<file path="config.mk">
export PLATFORM = sky130hd
export DESIGN_NAME = dataint_parity_chk_pipe_flat
export DESIGN_NICKNAME = d
export VERILOG_FILES = /design/src/rtl/dataint_pkg.sv /design/src/rtl/dataint_parity_chk_pipe_if.sv /design/src/rtl/dataint_parity_chunk_calc.sv /design/src/rtl/dataint_parity_chk_pipe.sv /design/src/flat_wrapper.sv
export SDC_FILE = /design/constraint.sdc
export NUM_CORES = 1
export LEC_CHECK = 0
export ABC_AREA = 1
export BUFFER_PORTS_ARGS = -buffer_cell sky130_fd_sc_hd__buf_4
export CAP_MARGIN = 30
export CORE_MARGIN = 2
export CORE_UTILIZATION = 61
export CTS_BUF_LIST = sky130_fd_sc_hd__clkbuf_4 sky130_fd_sc_hd__clkbuf_8
export DETAILED_ROUTE_END_ITERATION = 10
export PLACE_DENSITY = 0.88
export SLEW_MARGIN = 20
export SYNTH_ARGS = -nofsm -noshare
export SYNTH_HDL_FRONTEND = slang
export SYNTH_SLANG_ARGS = --single-unit
</file>
<file path="constraint.sdc">
create_clock -name i_clk -period 4.3 [get_ports i_clk]
set_clock_uncertainty 0.2 [all_clocks]
set_input_delay 0.43 -clock i_clk [delete_from_list [all_inputs] [get_ports i_clk]]
set_output_delay 0.43 -clock i_clk [all_outputs]
set_load 0.005 [all_outputs]
</file>
<file path="src/rtl/dataint_pkg.sv">
// -----------------------------------------------------------------------------
// dataint_pkg
// Shared definitions for the chunked-parity data-integrity blocks. The chunk
// boundary helpers are the single source of truth used by both the parity
// generator and the checker, so the two always agree on chunk layout.
//
// Contents:
//   parity_type_e : PARITY_ODD (1'b0) / PARITY_EVEN (1'b1)
//   chunk_lo()    : lowest bit index of chunk idx
//   chunk_hi()    : highest bit index of chunk idx (last chunk absorbs remainder)
// -----------------------------------------------------------------------------
package dataint_pkg;

    typedef enum logic {
        PARITY_ODD  = 1'b0,
        PARITY_EVEN = 1'b1
    } parity_type_e;

    function automatic int chunk_lo(input int width, input int chunks, input int idx);
        return idx * (width / chunks);
    endfunction

    // The last chunk runs up to width-1 so that WIDTH need not be a multiple
    // of CHUNKS; the leftover bits land in the top chunk.
    function automatic int chunk_hi(input int width, input int chunks, input int idx);
        if (idx == chunks - 1) begin
            return width - 1;
        end
        return (idx + 1) * (width / chunks) - 1;
    endfunction

endpackage

</file>
<file path="src/rtl/dataint_parity_chk_pipe_if.sv">
// -----------------------------------------------------------------------------
// dataint_parity_chk_pipe_if
// Stream bundle for the parity checker: the upstream valid/ready beat with its
// received parity and the downstream valid/ready beat with its per-chunk
// error flags. Signal names are from the checker's point of view.
//
// Signals:
//   i_valid, o_ready, i_data[WIDTH], i_parity[CHUNKS]  upstream side
//   o_valid, i_ready, o_data[WIDTH], o_error[CHUNKS]   downstream side
// Modports:
//   slave  : the checker
//   master : the environment driving/consuming the checker
// -----------------------------------------------------------------------------
interface dataint_parity_chk_pipe_if #(
    parameter int WIDTH  = 32,
    parameter int CHUNKS = 4
) ();

    logic              i_valid;
    logic              o_ready;
    logic [WIDTH-1:0]  i_data;
    logic [CHUNKS-1:0] i_parity;

    logic              o_valid;
    logic              i_ready;
    logic [WIDTH-1:0]  o_data;
    logic [CHUNKS-1:0] o_error;

    modport slave (
        input  i_valid, i_data, i_parity, i_ready,
        output o_ready, o_valid, o_data, o_error
    );

    modport master (
        output i_valid, i_data, i_parity, i_ready,
        input  o_ready, o_valid, o_data, o_error
    );

endinterface

</file>
<file path="src/rtl/dataint_parity_chunk_calc.sv">
// -----------------------------------------------------------------------------
// dataint_parity_chunk_calc
// Purely combinational per-chunk parity recomputation and comparison.
//
// Ports:
//   i_data[WIDTH]         data word
//   i_parity[CHUNKS]      received parity, one bit per chunk
//   i_parity_type         PARITY_EVEN: expected = ^chunk, PARITY_ODD: ~^chunk
//   o_exp_parity[CHUNKS]  recomputed parity
//   o_error[CHUNKS]       1 where recomputed and received parity differ
// -----------------------------------------------------------------------------
module dataint_parity_chunk_calc
    import dataint_pkg::*;
#(
    parameter int WIDTH  = 32,
    parameter int CHUNKS = 4
) (
    input  logic [WIDTH-1:0]  i_data,
    input  logic [CHUNKS-1:0] i_parity,
    input  parity_type_e      i_parity_type,
    output logic [CHUNKS-1:0] o_exp_parity,
    output logic [CHUNKS-1:0] o_error
);

    for (genvar g = 0; g < CHUNKS; g++) begin : g_chunk
        localparam int Lo = chunk_lo(WIDTH, CHUNKS, g);
        localparam int Hi = chunk_hi(WIDTH, CHUNKS, g);

        logic w_chunk_xor;

        assign w_chunk_xor     = ^i_data[Hi:Lo];
        assign o_exp_parity[g] = (i_parity_type == PARITY_EVEN) ? w_chunk_xor : ~w_chunk_xor;
        assign o_error[g]      = o_exp_parity[g] ^ i_parity[g];
    end

endmodule

</file>
<file path="src/rtl/dataint_parity_chk_pipe.sv">
// -----------------------------------------------------------------------------
// dataint_parity_chk_pipe
// Receive-side chunked parity checker with one full-throughput pipeline stage
// and CSR-visible error status.
//
// Ports:
//   i_clk, i_rst_n        clock (rising edge), async active-low reset
//   i_parity_type         1=even, 0=odd; sampled with each accepted beat
//   if_bus (slave)        upstream/downstream valid/ready stream
//   i_clear               synchronous clear of status, counter and beat index
//   o_err_sticky          OR of chunk errors since reset/clear
//   o_err_count           saturating count of errored beats
//   o_first_err_valid     o_first_err_beat holds a captured value
//   o_first_err_beat      beat index of the first errored beat
// -----------------------------------------------------------------------------
module dataint_parity_chk_pipe
    import dataint_pkg::*;
#(
    parameter int CHUNKS    = 4,
    parameter int WIDTH     = 32,
    parameter int CNT_WIDTH = 16
) (
    input  logic                     i_clk,
    input  logic                     i_rst_n,
    input  logic                     i_parity_type,
    dataint_parity_chk_pipe_if.slave if_bus,
    input  logic                     i_clear,
    output logic [CHUNKS-1:0]        o_err_sticky,
    output logic [CNT_WIDTH-1:0]     o_err_count,
    output logic                     o_first_err_valid,
    output logic [CNT_WIDTH-1:0]     o_first_err_beat
);

    localparam logic [CNT_WIDTH-1:0] CntMax = '1;
    localparam logic [CNT_WIDTH-1:0] CntOne = CNT_WIDTH'(1);

    // Pipeline stage
    logic                 r_valid;
    logic [WIDTH-1:0]     r_data;
    logic [CHUNKS-1:0]    r_error;

    // Status
    logic [CHUNKS-1:0]    r_sticky;
    logic [CNT_WIDTH-1:0] r_count;
    logic [CNT_WIDTH-1:0] r_beat_idx;
    logic                 r_first_valid;
    logic [CNT_WIDTH-1:0] r_first_beat;

    logic [CHUNKS-1:0]    w_error;
    logic [CHUNKS-1:0]    w_unused_exp_parity;
    logic                 w_accept;
    logic                 w_beat_err;

    logic [CHUNKS-1:0]    w_sticky_nxt;
    logic [CNT_WIDTH-1:0] w_count_nxt;
    logic [CNT_WIDTH-1:0] w_beat_idx_nxt;
    logic                 w_first_valid_nxt;
    logic [CNT_WIDTH-1:0] w_first_beat_nxt;

    dataint_parity_chunk_calc #(
        .WIDTH  (WIDTH),
        .CHUNKS (CHUNKS)
    ) u_calc (
        .i_data        (if_bus.i_data),
        .i_parity      (if_bus.i_parity),
        .i_parity_type (parity_type_e'(i_parity_type)),
        .o_exp_parity  (w_unused_exp_parity),
        .o_error       (w_error)
    );

    // The stage can take a new beat whenever it is empty or its current beat
    // leaves this cycle, giving one beat per clock under continuous ready.
    assign if_bus.o_ready = ~r_valid | if_bus.i_ready;
    assign w_accept       = if_bus.i_valid & if_bus.o_ready;
    assign w_beat_err     = |w_error;

    assign if_bus.o_valid = r_valid;
    assign if_bus.o_data  = r_data;
    assign if_bus.o_error = r_error;

    // NOTE: sequential state is written only with non-blocking assignments so
    // every register samples pre-edge values regardless of block ordering.
    always_ff @(posedge i_clk or negedge i_rst_n) begin
        if (!i_rst_n) begin
            r_valid <= 1'b0;
            r_data  <= '0;
            r_error <= '0;
        end else if (w_accept) begin
            r_valid <= 1'b1;
            r_data  <= if_bus.i_data;
            r_error <= w_error;
        end else if (if_bus.i_ready) begin
            r_valid <= 1'b0;
        end
    end

    // Clear is folded in first, then an accepted beat is recorded on top of
    // the cleared state, so a collision still logs the colliding beat.
    always_comb begin
        // NOTE: every output gets a default up front; a path that skipped an
        // assignment would otherwise infer a latch.
        w_sticky_nxt      = i_clear ? '0   : r_sticky;
        w_count_nxt       = i_clear ? '0   : r_count;
        w_beat_idx_nxt    = i_clear ? '0   : r_beat_idx;
        w_first_valid_nxt = i_clear ? 1'b0 : r_first_valid;
        w_first_beat_nxt  = i_clear ? '0   : r_first_beat;

        if (w_accept) begin
            if (w_beat_err) begin
                w_sticky_nxt = w_sticky_nxt | w_error;
                if (w_count_nxt != CntMax) begin
                    w_count_nxt = w_count_nxt + CntOne;
                end
                // Capture uses the index before this beat's increment.
                if (!w_first_valid_nxt) begin
                    w_first_valid_nxt = 1'b1;
                    w_first_beat_nxt  = w_beat_idx_nxt;
                end
            end
            w_beat_idx_nxt = w_beat_idx_nxt + CntOne;
        end
    end

    always_ff @(posedge i_clk or negedge i_rst_n) begin
        if (!i_rst_n) begin
            r_sticky      <= '0;
            r_count       <= '0;
            r_beat_idx    <= '0;
            r_first_valid <= 1'b0;
            r_first_beat  <= '0;
        end else begin
            r_sticky      <= w_sticky_nxt;
            r_count       <= w_count_nxt;
            r_beat_idx    <= w_beat_idx_nxt;
            r_first_valid <= w_first_valid_nxt;
            r_first_beat  <= w_first_beat_nxt;
        end
    end

    assign o_err_sticky      = r_sticky;
    assign o_err_count       = r_count;
    assign o_first_err_valid = r_first_valid;
    assign o_first_err_beat  = r_first_beat;

endmodule

</file>
<file path="src/flat_wrapper.sv">
// flat-port wrapper written by rule: the top's interface ports become plain ports
module dataint_parity_chk_pipe_flat import dataint_pkg::*;
#(
    parameter int CHUNKS    = 4,
    parameter int WIDTH     = 32,
    parameter int CNT_WIDTH = 16
)
  (i_clk, i_rst_n, i_parity_type, i_clear, o_err_sticky, o_err_count, o_first_err_valid, o_first_err_beat, if_bus_i_valid, if_bus_i_data, if_bus_i_parity, if_bus_i_ready, if_bus_o_ready, if_bus_o_valid, if_bus_o_data, if_bus_o_error);
  dataint_parity_chk_pipe_if #(.WIDTH(WIDTH), .CHUNKS(CHUNKS)) if_bus_i ();
  input  logic i_clk;
  input  logic i_rst_n;
  input  logic i_parity_type;
  input  logic i_clear;
  output logic [CHUNKS-1:0] o_err_sticky;
  output logic [CNT_WIDTH-1:0] o_err_count;
  output logic o_first_err_valid;
  output logic [CNT_WIDTH-1:0] o_first_err_beat;
  input wire logic [$bits(if_bus_i.i_valid)-1:0] if_bus_i_valid;
  input wire logic [$bits(if_bus_i.i_data)-1:0] if_bus_i_data;
  input wire logic [$bits(if_bus_i.i_parity)-1:0] if_bus_i_parity;
  input wire logic [$bits(if_bus_i.i_ready)-1:0] if_bus_i_ready;
  output wire logic [$bits(if_bus_i.o_ready)-1:0] if_bus_o_ready;
  output wire logic [$bits(if_bus_i.o_valid)-1:0] if_bus_o_valid;
  output wire logic [$bits(if_bus_i.o_data)-1:0] if_bus_o_data;
  output wire logic [$bits(if_bus_i.o_error)-1:0] if_bus_o_error;
  assign if_bus_i.i_valid = if_bus_i_valid;
  assign if_bus_i.i_data = if_bus_i_data;
  assign if_bus_i.i_parity = if_bus_i_parity;
  assign if_bus_i.i_ready = if_bus_i_ready;
  assign if_bus_o_ready = if_bus_i.o_ready;
  assign if_bus_o_valid = if_bus_i.o_valid;
  assign if_bus_o_data = if_bus_i.o_data;
  assign if_bus_o_error = if_bus_i.o_error;
  dataint_parity_chk_pipe #(.CHUNKS(CHUNKS), .WIDTH(WIDTH), .CNT_WIDTH(CNT_WIDTH)) u_core (.i_clk(i_clk), .i_rst_n(i_rst_n), .i_parity_type(i_parity_type), .if_bus(if_bus_i), .i_clear(i_clear), .o_err_sticky(o_err_sticky), .o_err_count(o_err_count), .o_first_err_valid(o_first_err_valid), .o_first_err_beat(o_first_err_beat));
endmodule
</file>
==> results.txt <==
----------------------------------------------------
[Status]
  Run status ... completed

[Finish]
  Count of inserted antenna diode cells ... 0
  Fraction of layout cells with a size suffix above 1 ... 0.214
  Most common library cell in the layout ignoring fill and taps ... sky130_fd_sc_hd__nand2_1
  Post-synthesis to final-layout area growth ... 20.4%
  Cell area after layout ... between 6000 and 7000 um2
  Most used cells in the layout excluding fill and tap cells ... sky130_fd_sc_hd__nand2_1, sky130_fd_sc_hd__buf_4, sky130_fd_sc_hd__inv_1, sky130_fd_sc_hd__dfrtp_1, sky130_fd_sc_hd__o21ai_0
  Multi-input combinational cell area ... 2650 um2
  Register area ... 2250 um2
  Post-route insts no fill ... 991
  Number of filler cells placed in the layout ... 677
  Number of nets in the final layout ... 921

[Floorplanning]
  Vertical die dimension ... 98.4 um
  Chip Width ... 98.4 um
  Die footprint ... 9680 um2
  Initial standard-cell utilization of the core ... 0.626
  CORE AREA ... 8680 um2
  Row cnt ... 34
  Number of placed I/O pins ... 117

[Clock tree]
  TritonCTS clock tree ... yes
  Root Buffer Master ... sky130_fd_sc_hd__clkbuf_8
  Clock network latency to the later pin of the worst-skew pair ... 0.35 ns
  Maximum level of the CTS H-tree ... 3
  Max clock buf depth ... 2
  Clock transition time at the flip-flop clock pins of the worst setup and hold paths ... 0.09 ns
  # clock sinks ... 90
  TritonCTS Buffers ... 9

[Setup path]
  Worst Path Required ... 4.37 ns
  Worst Path Arrival ... 2.54 ns
  Category of the worst setup path launch point ... primary input
  WS Path Type ... primary input to flip-flop
  Logic depth of the worst register-to-register path ... 10
  Crit Path Max Fanout ... 26
  Critical Path Sink Type ... flip-flop

[Detailed routing]
  Top metal layer carrying routed signals ... met4
  Remaining DRCs ... 0
  Met1 layer wirelength in the final routing ... 5420 um
  Number of vias after detailed routing ... 5,135
  Antenna Violating Nets Remaining ... 0
  Met2 WL ... around 6200 um
  Number of design-rule violations left by the first detailed-router iteration ... 315
  Post-detailed-route via-to-cell ratio ... 5.18
  Number of search-and-repair iterations in the first detailed-routing pass ... 5
  Routed wire length on met3 ... 861 um
  Routed wire length ... 12,700 um
  Routed length per instance ... 12.8 um

[Timing]
  Maximum clock frequency ... 0.404 GHz
  Number of endpoints with negative hold slack in the final report ... 0
  Total Negative Setup Slacks ... 0 ns
  Setup violations, final ... 0
  Fin crit period ... between 2 and 2.5 ns
  Setup repair after global routing missed its margin ... no
  Post-route fraction of the period consumed by the critical path ... 0.575
  Worst relative slew slack ... 0.508
  Worst Tran Pin Value ... between 0.7 and 0.8 ns
  Final Slew Violations ... 0

[Synthesis]
  Seq/Total Area, Yosys ... 0.414
  Syn. warnings ... 0
  Cell count after synthesis ... roughly 770
  Prevailing post-synth register cell ... sky130_fd_sc_hd__dfrtp_1
  Post-synth EDFFs ... 0
  Leading cell types by total area after synthesis ... sky130_fd_sc_hd__dfrtp_1, sky130_fd_sc_hd__nand2_1, sky130_fd_sc_hd__inv_1
  Number of nets produced by synthesis ... ~800
  Syn Std Cell Area ... between 5000 and 6000 um2
  Share of synthesized flip-flops with an asynchronous set or reset ... 1.00
  Library cell with the largest summed area after synthesis ... sky130_fd_sc_hd__dfrtp_1
  Number of unique standard cell types used by synthesis ... 36
  Top cell type's share of synthesized area ... 0.414
  Flops & latches, synth ... 90
  Mapped Avg Cell Area ... 7.02 um2

[Pwr]
  Leak ... 3.66 nW
  PnR Total Power ... 2.07 mW
  Flop pwr share ... 0.470
  Psw ... 632 uW
  Switching Fraction ... 0.305
  Portion of total power attributed to the clock network ... 0.303
  Power density cells ... about 320 nW/um2
  Power share of the combinational group ... 0.227
  Max rail drop VDD ... 273 uV
  Internal power summed over all cells ... ~1.4 mW

[Place]
  Routability congestion estimate from global placement ... a little over 0.9
  Number of buffers added on ports ... 116
  Estimated wirelength of the detail-placed design ... 9080 um
  Placed inst area ... around 6300 um2
  Post-Place Cells ... between 900 and 1,000

[GRT]
  Via count of the first global-routing pass ... 4,935
  Remaining Overflow, GRT ... 0
  Wire length of the first global-routing pass ... around 22,000 um
  GRT Total Usage ... 0.269
  Antenna violations before repair ... 0
  Pin count of the biggest net entering global routing ... 82

[Worst hold path]
  Class of the worst hold path ... primary input to flip-flop
  Hold Crit Depth ... 3

[Run]
  Number of max-capacitance violations reported ... 0

----------------------------------------------------
repair_timing:
item                                   4_1_cts  5_1_grt
gates resized for setup                      0        0
hold buffers                                 1        0
buffers inserted                             0        0
endpoints found under the hold margin       35        0
state kept, by name, summed over array words and instances, names as in the netlist:
name,cells
u_core.if_bus.o_data,32
u_core.o_err_count,16
u_core.o_first_err_beat,16
u_core.r_beat_idx,16
u_core.if_bus.o_error,4
u_core.o_err_sticky,4
u_core.if_bus.o_valid,1
u_core.o_first_err_valid,1
cell families (layout without fill, tap and decap cells):
kind of cell               after synthesis  in the layout  synth area share
DFF                                     90             90             0.414
xor gates and xnor gates                16             16            0.0258
buffers and inverters                  124            233            0.0972
adders and majority gates                1              1           0.00230
and+or+nand+nor                        480            480             0.396
AOI/OAI and AO/OA                       63             63            0.0645
worst max-delay path: stages:
cell and delay [ns]:
sky130_fd_sc_hd__buf_4 0.13, sky130_fd_sc_hd__inv_2 0.07, sky130_fd_sc_hd__nand2_1 0.09, sky130_fd_sc_hd__nand2_1 0.09
sky130_fd_sc_hd__nand2_1 0.07, sky130_fd_sc_hd__nand2_1 0.06, sky130_fd_sc_hd__nand2_1 0.04, sky130_fd_sc_hd__nand2_1 0.07
sky130_fd_sc_hd__inv_1 0.05, sky130_fd_sc_hd__nand2_2 0.06, sky130_fd_sc_hd__nand2_2 0.07, sky130_fd_sc_hd__nor2_4 0.34
sky130_fd_sc_hd__nand2_4 0.28, sky130_fd_sc_hd__nand2_2 0.45, sky130_fd_sc_hd__nand2_1 0.14, sky130_fd_sc_hd__o21ai_2 0.09
power groups by stage:
stage          Combinational (mW)  Sequential [mW]  Clock (mW)
6_report                    0.469            0.972       0.628
4_1_cts                     0.476            0.972       0.637
3_5_place_dp                0.472            0.986           0
3_3_place_gp                0.456            0.985           0
5_1_grt                     0.530            0.982       0.674
2_1_floorplan               0.251            0.987           0
cells in the mapped netlist, drive strengths merged (2+ instances only):
master / instances
inv: 97
nand3: 50
nand4: 17
clkbuf: 11
dfrtp: 90
o21ai: 60
nand2: 337
nand3b: 6
xnor2: 7
nor2: 61
nor3: 5
buf: 15
a21oi: 2
xor2: 9
per-layer routing:
metal / track usage / vias to the layer above
met3: 0.0651 / 16
met1: 0.341 / 2362
li1: - / 2594
met2: 0.463 / 163
met5: 0 / -
met4: 0.0748 / 0
path summary, 6_finish.rpt:
path / from / end / slack [ns]
min reg2reg: u_core.if_bus.o_data[28] / u_core.if_bus.o_data[28] / 0.30
min: if_bus_i_data[18] / u_core.if_bus.o_data[18] / 0.09
max: i_parity_type / u_core.o_first_err_beat[10] / 1.83
max reg2reg: u_core.if_bus.o_valid / u_core.r_beat_idx[14] / 1.91
min in group asynchronous: i_rst_n / u_core.o_first_err_beat[5] / 0.37
max in group asynchronous: i_rst_n / u_core.if_bus.o_data[25] / 2.88
through the flow:
| stage | util | hold slack, ns | setup slack, ns |
|---|---|---|---|
| 4_1_cts | 0.754 | 0.0793 | 1.81 |
| 6_report | 0.754 | 0.0884 | 1.83 |
| 2_1_floorplan | - | -0.0656 | 1.81 |
| 3_3_place_gp | 0.724 | 0.267 | 1.60 |
| 5_1_grt | 0.754 | 0.0810 | 1.58 |
| 3_5_place_dp | 0.728 | 0.228 | 1.49 |
cell type report:
type                    count  area share
multi-input cells         560       0.406
flip-flops and latches     90       0.344
clock inverters             4     0.00880
clock buffers              12      0.0243
well taps                 108      0.0207
repair buffers            119       0.140
inverters                  98      0.0562
(Power assumes the default switching activity.)
